<file path="config.mk">
export PLATFORM = sky130hd
export DESIGN_NAME = rca_nibble_seq_flat
export DESIGN_NICKNAME = d
export VERILOG_FILES = /design/src/rtl/rca_nibble_seq_if.sv /design/src/rtl/rca_nibble_seq.sv /design/src/flat_wrapper.sv
export SDC_FILE = /design/constraint.sdc
export NUM_CORES = 1
export LEC_CHECK = 0
export ABC_AREA = 1
export BUFFER_PORTS_ARGS = -buffer_cell sky130_fd_sc_hd__buf_4
export CAP_MARGIN = 30
export CORE_ASPECT_RATIO = 0.8
export CORE_MARGIN = 1.5
export CORE_UTILIZATION = 31
export DETAILED_ROUTE_END_ITERATION = 8
export HOLD_SLACK_MARGIN = 0.15
export SYNTH_ARGS = -nofsm -noshare
export SYNTH_HDL_FRONTEND = slang
export SYNTH_SLANG_ARGS = --single-unit
export TNS_END_PERCENT = 50
</file>
<file path="constraint.sdc">
create_clock -name clk -period 2.1 [get_ports clk]
set_input_delay 0.21 -clock clk [delete_from_list [all_inputs] [get_ports clk]]
set_output_delay 0.21 -clock clk [all_outputs]
set_load 0.1 [all_outputs]
</file>
<file path="src/rtl/rca_nibble_seq_if.sv">
// Handshake and adder-side bundle for the nibble-serial adder sequencer.
// The slave modport is the sequencer; the master modport is its environment.
interface rca_nibble_seq_if #(
  parameter int WIDTH = 16
);
  logic             in_valid;
  logic             in_ready;
  logic [WIDTH-1:0] in_a;
  logic [WIDTH-1:0] in_b;
  logic             in_cin;
  logic             out_valid;
  logic             out_ready;
  logic [WIDTH-1:0] out_sum;
  logic             out_cout;
  logic             out_ovf;
  logic [3:0]       add_a;
  logic [3:0]       add_b;
  logic             add_cin;
  logic [3:0]       add_sum;
  logic             add_cout;

  modport slave (
    input  in_valid, in_a, in_b, in_cin, out_ready, add_sum, add_cout,
    output in_ready, out_valid, out_sum, out_cout, out_ovf, add_a, add_b, add_cin
  );

  modport master (
    output in_valid, in_a, in_b, in_cin, out_ready, add_sum, add_cout,
    input  in_ready, out_valid, out_sum, out_cout, out_ovf, add_a, add_b, add_cin
  );
endinterface

</file>
<file path="src/rtl/rca_nibble_seq.sv">
// Nibble-serial sequencer around an external 4-bit ripple-carry adder:
// one nibble per cycle, LSB first, carry chained through a register.
module rca_nibble_seq #(
  parameter int WIDTH = 16
) (
  input  logic               clk,
  input  logic               rst,
  rca_nibble_seq_if.slave    bus
);
  localparam int NIB  = WIDTH / 4;
  localparam int IDXW = (NIB > 1) ? $clog2(NIB) : 1;

  generate
    if ((WIDTH % 4) != 0 || WIDTH < 4) begin : g_bad_width
      $error("rca_nibble_seq: WIDTH must be a multiple of 4 and >= 4");
    end
  endgenerate

  typedef enum logic [1:0] {
    S_IDLE = 2'd0,
    S_RUN  = 2'd1,
    S_DONE = 2'd2
  } state_t;

  state_t           state_q,   state_d;
  logic [IDXW-1:0]  idx_q,     idx_d;
  logic             carry_q,   carry_d;
  logic [WIDTH-1:0] a_q,       a_d;
  logic [WIDTH-1:0] b_q,       b_d;
  logic             cin_q,     cin_d;
  logic [WIDTH-1:0] result_q,  result_d;
  logic [WIDTH-1:0] out_sum_q, out_sum_d;
  logic             out_cout_q, out_cout_d;
  logic             out_ovf_q,  out_ovf_d;

  logic [3:0] a_nib [NIB];
  logic [3:0] b_nib [NIB];

  generate
    for (genvar gi = 0; gi < NIB; gi++) begin : g_nib
      assign a_nib[gi] = a_q[4*gi +: 4];
      assign b_nib[gi] = b_q[4*gi +: 4];
    end
  endgenerate

  always_ff @(posedge clk or posedge rst) begin
    if (rst) begin
      state_q    <= S_IDLE;
      idx_q      <= '0;
      carry_q    <= 1'b0;
      a_q        <= '0;
      b_q        <= '0;
      cin_q      <= 1'b0;
      result_q   <= '0;
      out_sum_q  <= '0;
      out_cout_q <= 1'b0;
      out_ovf_q  <= 1'b0;
    end else begin
      state_q    <= state_d;
      idx_q      <= idx_d;
      carry_q    <= carry_d;
      a_q        <= a_d;
      b_q        <= b_d;
      cin_q      <= cin_d;
      result_q   <= result_d;
      out_sum_q  <= out_sum_d;
      out_cout_q <= out_cout_d;
      out_ovf_q  <= out_ovf_d;
    end
  end

  always_comb begin
    state_d    = state_q;
    idx_d      = idx_q;
    carry_d    = carry_q;
    a_d        = a_q;
    b_d        = b_q;
    cin_d      = cin_q;
    result_d   = result_q;
    out_sum_d  = out_sum_q;
    out_cout_d = out_cout_q;
    out_ovf_d  = out_ovf_q;

    bus.in_ready  = 1'b0;
    bus.out_valid = 1'b0;
    bus.add_a     = 4'd0;
    bus.add_b     = 4'd0;
    bus.add_cin   = 1'b0;

    case (state_q)
      S_IDLE: begin
        bus.in_ready = 1'b1;
        if (bus.in_valid) begin
          a_d      = bus.in_a;
          b_d      = bus.in_b;
          cin_d    = bus.in_cin;
          idx_d    = '0;
          carry_d  = 1'b0;
          result_d = '0;
          state_d  = S_RUN;
        end
      end
      S_RUN: begin
        bus.add_a   = a_nib[idx_q];
        bus.add_b   = b_nib[idx_q];
        bus.add_cin = (idx_q == '0) ? cin_q : carry_q;
        for (int i = 0; i < NIB; i++) begin
          if (idx_q == IDXW'(i)) result_d[4*i +: 4] = bus.add_sum;
        end
        carry_d = bus.add_cout;
        // The final nibble's sum and carry go straight into the output
        // registers so the result is presented on the first DONE cycle.
        if (idx_q == IDXW'(NIB - 1)) begin
          state_d    = S_DONE;
          out_sum_d  = result_d;
          out_cout_d = bus.add_cout;
          out_ovf_d  = (a_q[WIDTH-1] == b_q[WIDTH-1]) &&
                       (result_d[WIDTH-1] != a_q[WIDTH-1]);
        end else begin
          idx_d = idx_q + IDXW'(1);
        end
      end
      S_DONE: begin
        bus.out_valid = 1'b1;
        if (bus.out_ready) state_d = S_IDLE;
      end
      default: state_d = S_IDLE;
    endcase
  end

  assign bus.out_sum  = out_sum_q;
  assign bus.out_cout = out_cout_q;
  assign bus.out_ovf  = out_ovf_q;
endmodule

</file>
<file path="src/flat_wrapper.sv">
// flat-port wrapper written by rule: the top's interface ports become plain ports
module rca_nibble_seq_flat 
#(
  parameter int WIDTH = 16
)
  (clk, rst, bus_in_valid, bus_in_a, bus_in_b, bus_in_cin, bus_out_ready, bus_add_sum, bus_add_cout, bus_in_ready, bus_out_valid, bus_out_sum, bus_out_cout, bus_out_ovf, bus_add_a, bus_add_b, bus_add_cin);
  rca_nibble_seq_if #(.WIDTH(WIDTH)) bus_i ();
  input  logic clk;
  input  logic rst;
  input wire logic [$bits(bus_i.in_valid)-1:0] bus_in_valid;
  input wire logic [$bits(bus_i.in_a)-1:0] bus_in_a;
  input wire logic [$bits(bus_i.in_b)-1:0] bus_in_b;
  input wire logic [$bits(bus_i.in_cin)-1:0] bus_in_cin;
  input wire logic [$bits(bus_i.out_ready)-1:0] bus_out_ready;
  input wire logic [$bits(bus_i.add_sum)-1:0] bus_add_sum;
  input wire logic [$bits(bus_i.add_cout)-1:0] bus_add_cout;
  output wire logic [$bits(bus_i.in_ready)-1:0] bus_in_ready;
  output wire logic [$bits(bus_i.out_valid)-1:0] bus_out_valid;
  output wire logic [$bits(bus_i.out_sum)-1:0] bus_out_sum;
  output wire logic [$bits(bus_i.out_cout)-1:0] bus_out_cout;
  output wire logic [$bits(bus_i.out_ovf)-1:0] bus_out_ovf;
  output wire logic [$bits(bus_i.add_a)-1:0] bus_add_a;
  output wire logic [$bits(bus_i.add_b)-1:0] bus_add_b;
  output wire logic [$bits(bus_i.add_cin)-1:0] bus_add_cin;
  assign bus_i.in_valid = bus_in_valid;
  assign bus_i.in_a = bus_in_a;
  assign bus_i.in_b = bus_in_b;
  assign bus_i.in_cin = bus_in_cin;
  assign bus_i.out_ready = bus_out_ready;
  assign bus_i.add_sum = bus_add_sum;
  assign bus_i.add_cout = bus_add_cout;
  assign bus_in_ready = bus_i.in_ready;
  assign bus_out_valid = bus_i.out_valid;
  assign bus_out_sum = bus_i.out_sum;
  assign bus_out_cout = bus_i.out_cout;
  assign bus_out_ovf = bus_i.out_ovf;
  assign bus_add_a = bus_i.add_a;
  assign bus_add_b = bus_i.add_b;
  assign bus_add_cin = bus_i.add_cin;
  rca_nibble_seq #(.WIDTH(WIDTH)) u_core (.clk(clk), .rst(rst), .bus(bus_i));
endmodule
</file>
==> impl_metrics.py <==
metrics = {
    "worst_setup_path": {
        "r2r_start": "u_core.idx_q[1]",
        "required_ns": 1.89,
        "timing.critical_path.fanout_max": 18,
        "critPathLaunch": "u_core.idx_q[0]",
        "arrival_ns": 1.75,
        "end_kind": "output port",
        "critPathKind": "register to output port",
        "start_kind": "register",
    },
    "timing": {
        "finalHoldViolations": 0,
        "holdWs_ns": 0.1526,
        "clock_skew_ns": 0.006919,
        "worst_pin_slew_ns": 0.6749,
        "setup_viol": 0,
        "relSlewSlack_pct": 55.01,
        "fmax_mhz": 510.7,
        "fin_crit_sh_pct": 93.24,
        "slew_violations": 0,
        "fin_tns_setup_ns": 0,
        "fin_crit_ns": 1.958,
        "rsz0062_at_grt": "true",
    },
    "route": {
        "antenna_left": 0,
        "dr.pass1.iters": 5,
        "drt-initial-drc-count": 153,
        "wl_per_cell_um": 12.53,
        "vias_per_cell": 4.415,
        "vias": 2839,
        "routed_wl_um": 8058,
        "drc": 0,
    },
    "global_route": {
        "grt_max_degree": 70,
        "grt_pass1_vias": 2747,
        "antenna_found_initial": 0,
        "track_usage_pct": 15.53,
        "overflow": 0,
        "grt_pass1_wl_um": 13050,
    },
    "yosys": {
        "yosysWarnings": 0,
        "syn_area_per_cell_um2": 8.119,
        "netlist_top_cells_count": "nand2_1 (111), dfrtp_1 (69), inv_1 (54)",
        "synth-edff-count": 0,
        "netlist_area_um2": 3223,
        "syn_nets": 443,
        "yosysMostFrequentCell": "nand2_1",
        "yosys_most_used_dff": "dfrtp_1",
        "synth-seq-area-share_pct": 53.57,
        "ys_ff_latch": 69,
        "synth_top_area_share_pct": 53.57,
        "synth_area_leaders": "dfrtp_1 (54%), nand2_1 (13%), a21oi_1 (6.5%), inv_1 (6.3%), o21ai_0 (4.2%)",
        "ys_async_sr_fraction_pct": 100.0,
        "syn_inst": 397,
        "ys_types": 22,
        "synth_area_leader_cell": "dfrtp_1",
    },
    "clock_tree": {
        "cts_tree": "built",
        "clk_pin_slew_ns": 0.06,
        "max-clock-path-buffers": 2,
        "cts_root_buffer": "clkbuf_16",
        "h-tree-depth": 3,
        "cts_buffers": 9,
        "cts_sinks": 69,
        "clock_latency_ns": 0.33,
    },
    "hold_path": {
        "hp-class": "input port to register",
        "hp-start": "bus_in_a[1]",
    },
    "die": {
        "row_count": 33,
        "io_pins": 71,
        "fp.dieW_um": 117,
        "die-area_um2": 11020,
        "dieHeight_um": 94.20,
        "core_um2": 10200,
        "initial_core_util_pct": 31.60,
    },
    "placement": {
        "gp_congestion": 0.8094,
        "dp_hpwl_um": 5495,
        "dp.cells": 595,
        "portBuffers": 70,
    },
    "run": {
        "maxCapViolations": 0,
    },
    "final_layout": {
        "fin_util_pct": 44.28,
        "diodes": 0,
        "synthToLayoutAreaGrowth_pct": 40.10,
        "nNetsFinal": 544,
        "stdcell_count": 643,
        "drive_above_1_share_pct": 22.27,
        "nFillCells": 1033,
    },
    "outcome": {
        "status": "completed",
    },
}
-- kinds of logic (layout without fill, tap and decap cells) --
kind of cell	count (synthesis)	after routing	share of synthesized area, %
and+or+nand+nor	171	171	21.47
AOI/OAI and AO/OA	77	77	12.38
buffers and inverters	76	182	11.02
DFF	69	69	53.57
adders and majority gates	4	4	1.553
-- layout by cell type (no fill, tap or decap), types with 4 or more instances in the layout --
master         Yosys  layout
clkbuf_16          0       9
nand3_1           20      20
nand2_1          111     110
ha_1               4       4
a21oi_1           42      38
dfrtp_1           69      69
a21oi_2            0       4
nor2_1            34      34
o21ai_0           27      27
o21ai_1            4       4
inv_1             54      53
dlygate4sd3_1      0      28
buf_4              5      80
-- sequential cells by signal (all words and copies together), names as in the netlist --
| name | count |
|---|---|
| u_core.result_q | 13 |
| u_core.cin_q | 1 |
| u_core.a_q | 16 |
| u_core.idx_q | 2 |
| u_core.state_q | 2 |
| u_core.carry_q | 1 |
| u_core.bus.out_sum | 16 |
| u_core.b_q | 16 |
| u_core.bus.out_ovf | 1 |
| u_core.bus.out_cout | 1 |
-- per-stage QoR --
stage	setup slack [ns]	area (µm²)
global route	-0.02972	4516
floorplan	-0.4898	3238
global placement	0.4513	3862
finish	0.1420	4516
CTS	0.04134	4483
detailed placement	0.3967	3862
-- worst paths after layout --
| path | end | slack (ns) | depth (start not counted) |
|---|---|---|---|
| max | bus_add_cin | 0.14 | 5 |
| min | u_core.a_q[1] | 0.15 | 3 |
| max reg2reg | u_core.result_q[5] | 0.43 | 6 |
| min reg2reg | u_core.bus.out_sum[5] | 0.48 | 2 |
| max in group asynchronous | u_core.result_q[2] | 0.92 | 4 |
| min in group asynchronous | u_core.bus.out_sum[7] | 0.53 | 3 |
-- worst max-delay path, cell delays in order (launching register included) --
cell     delay (ns)
dfrtp_1        0.38
inv_2          0.27
ha_1           0.23
o21ai_0        0.12
a21oi_2        0.12
buf_4          0.30
-- routing by layer --
metal | GRT usage (%) | wire length [µm]
met1 | 21.53 | 3807
met2 | 22.90 | 3671
met3 | 4.774 | 460
met4 | 5.321 | 119
met5 | 0 | 0
-- cell type report --
cell class	count	area (µm²)	share of cell area [%]
Inverter	57	214.0	4.738
Clock buffer	10	229.0	5.071
Tap cell	140	175.2	3.879
Clock inverter	6	111.4	2.466
Multi-Input combinational cell	252	1159	25.66
Sequential cell	69	1727	38.24
Timing Repair Buffer	109	900.9	19.95
-- what timing repair did --
item	CTS	global route
resized for setup	0	1
buffers inserted	0	4
endpoints found under the setup margin	0	9
endpoints found under the hold margin	53	0
hold buffers	28	0
Power is left out: the tool's default activity adds up to more than one toggle a clock period on the data nets, which glitch-free logic cannot reach.
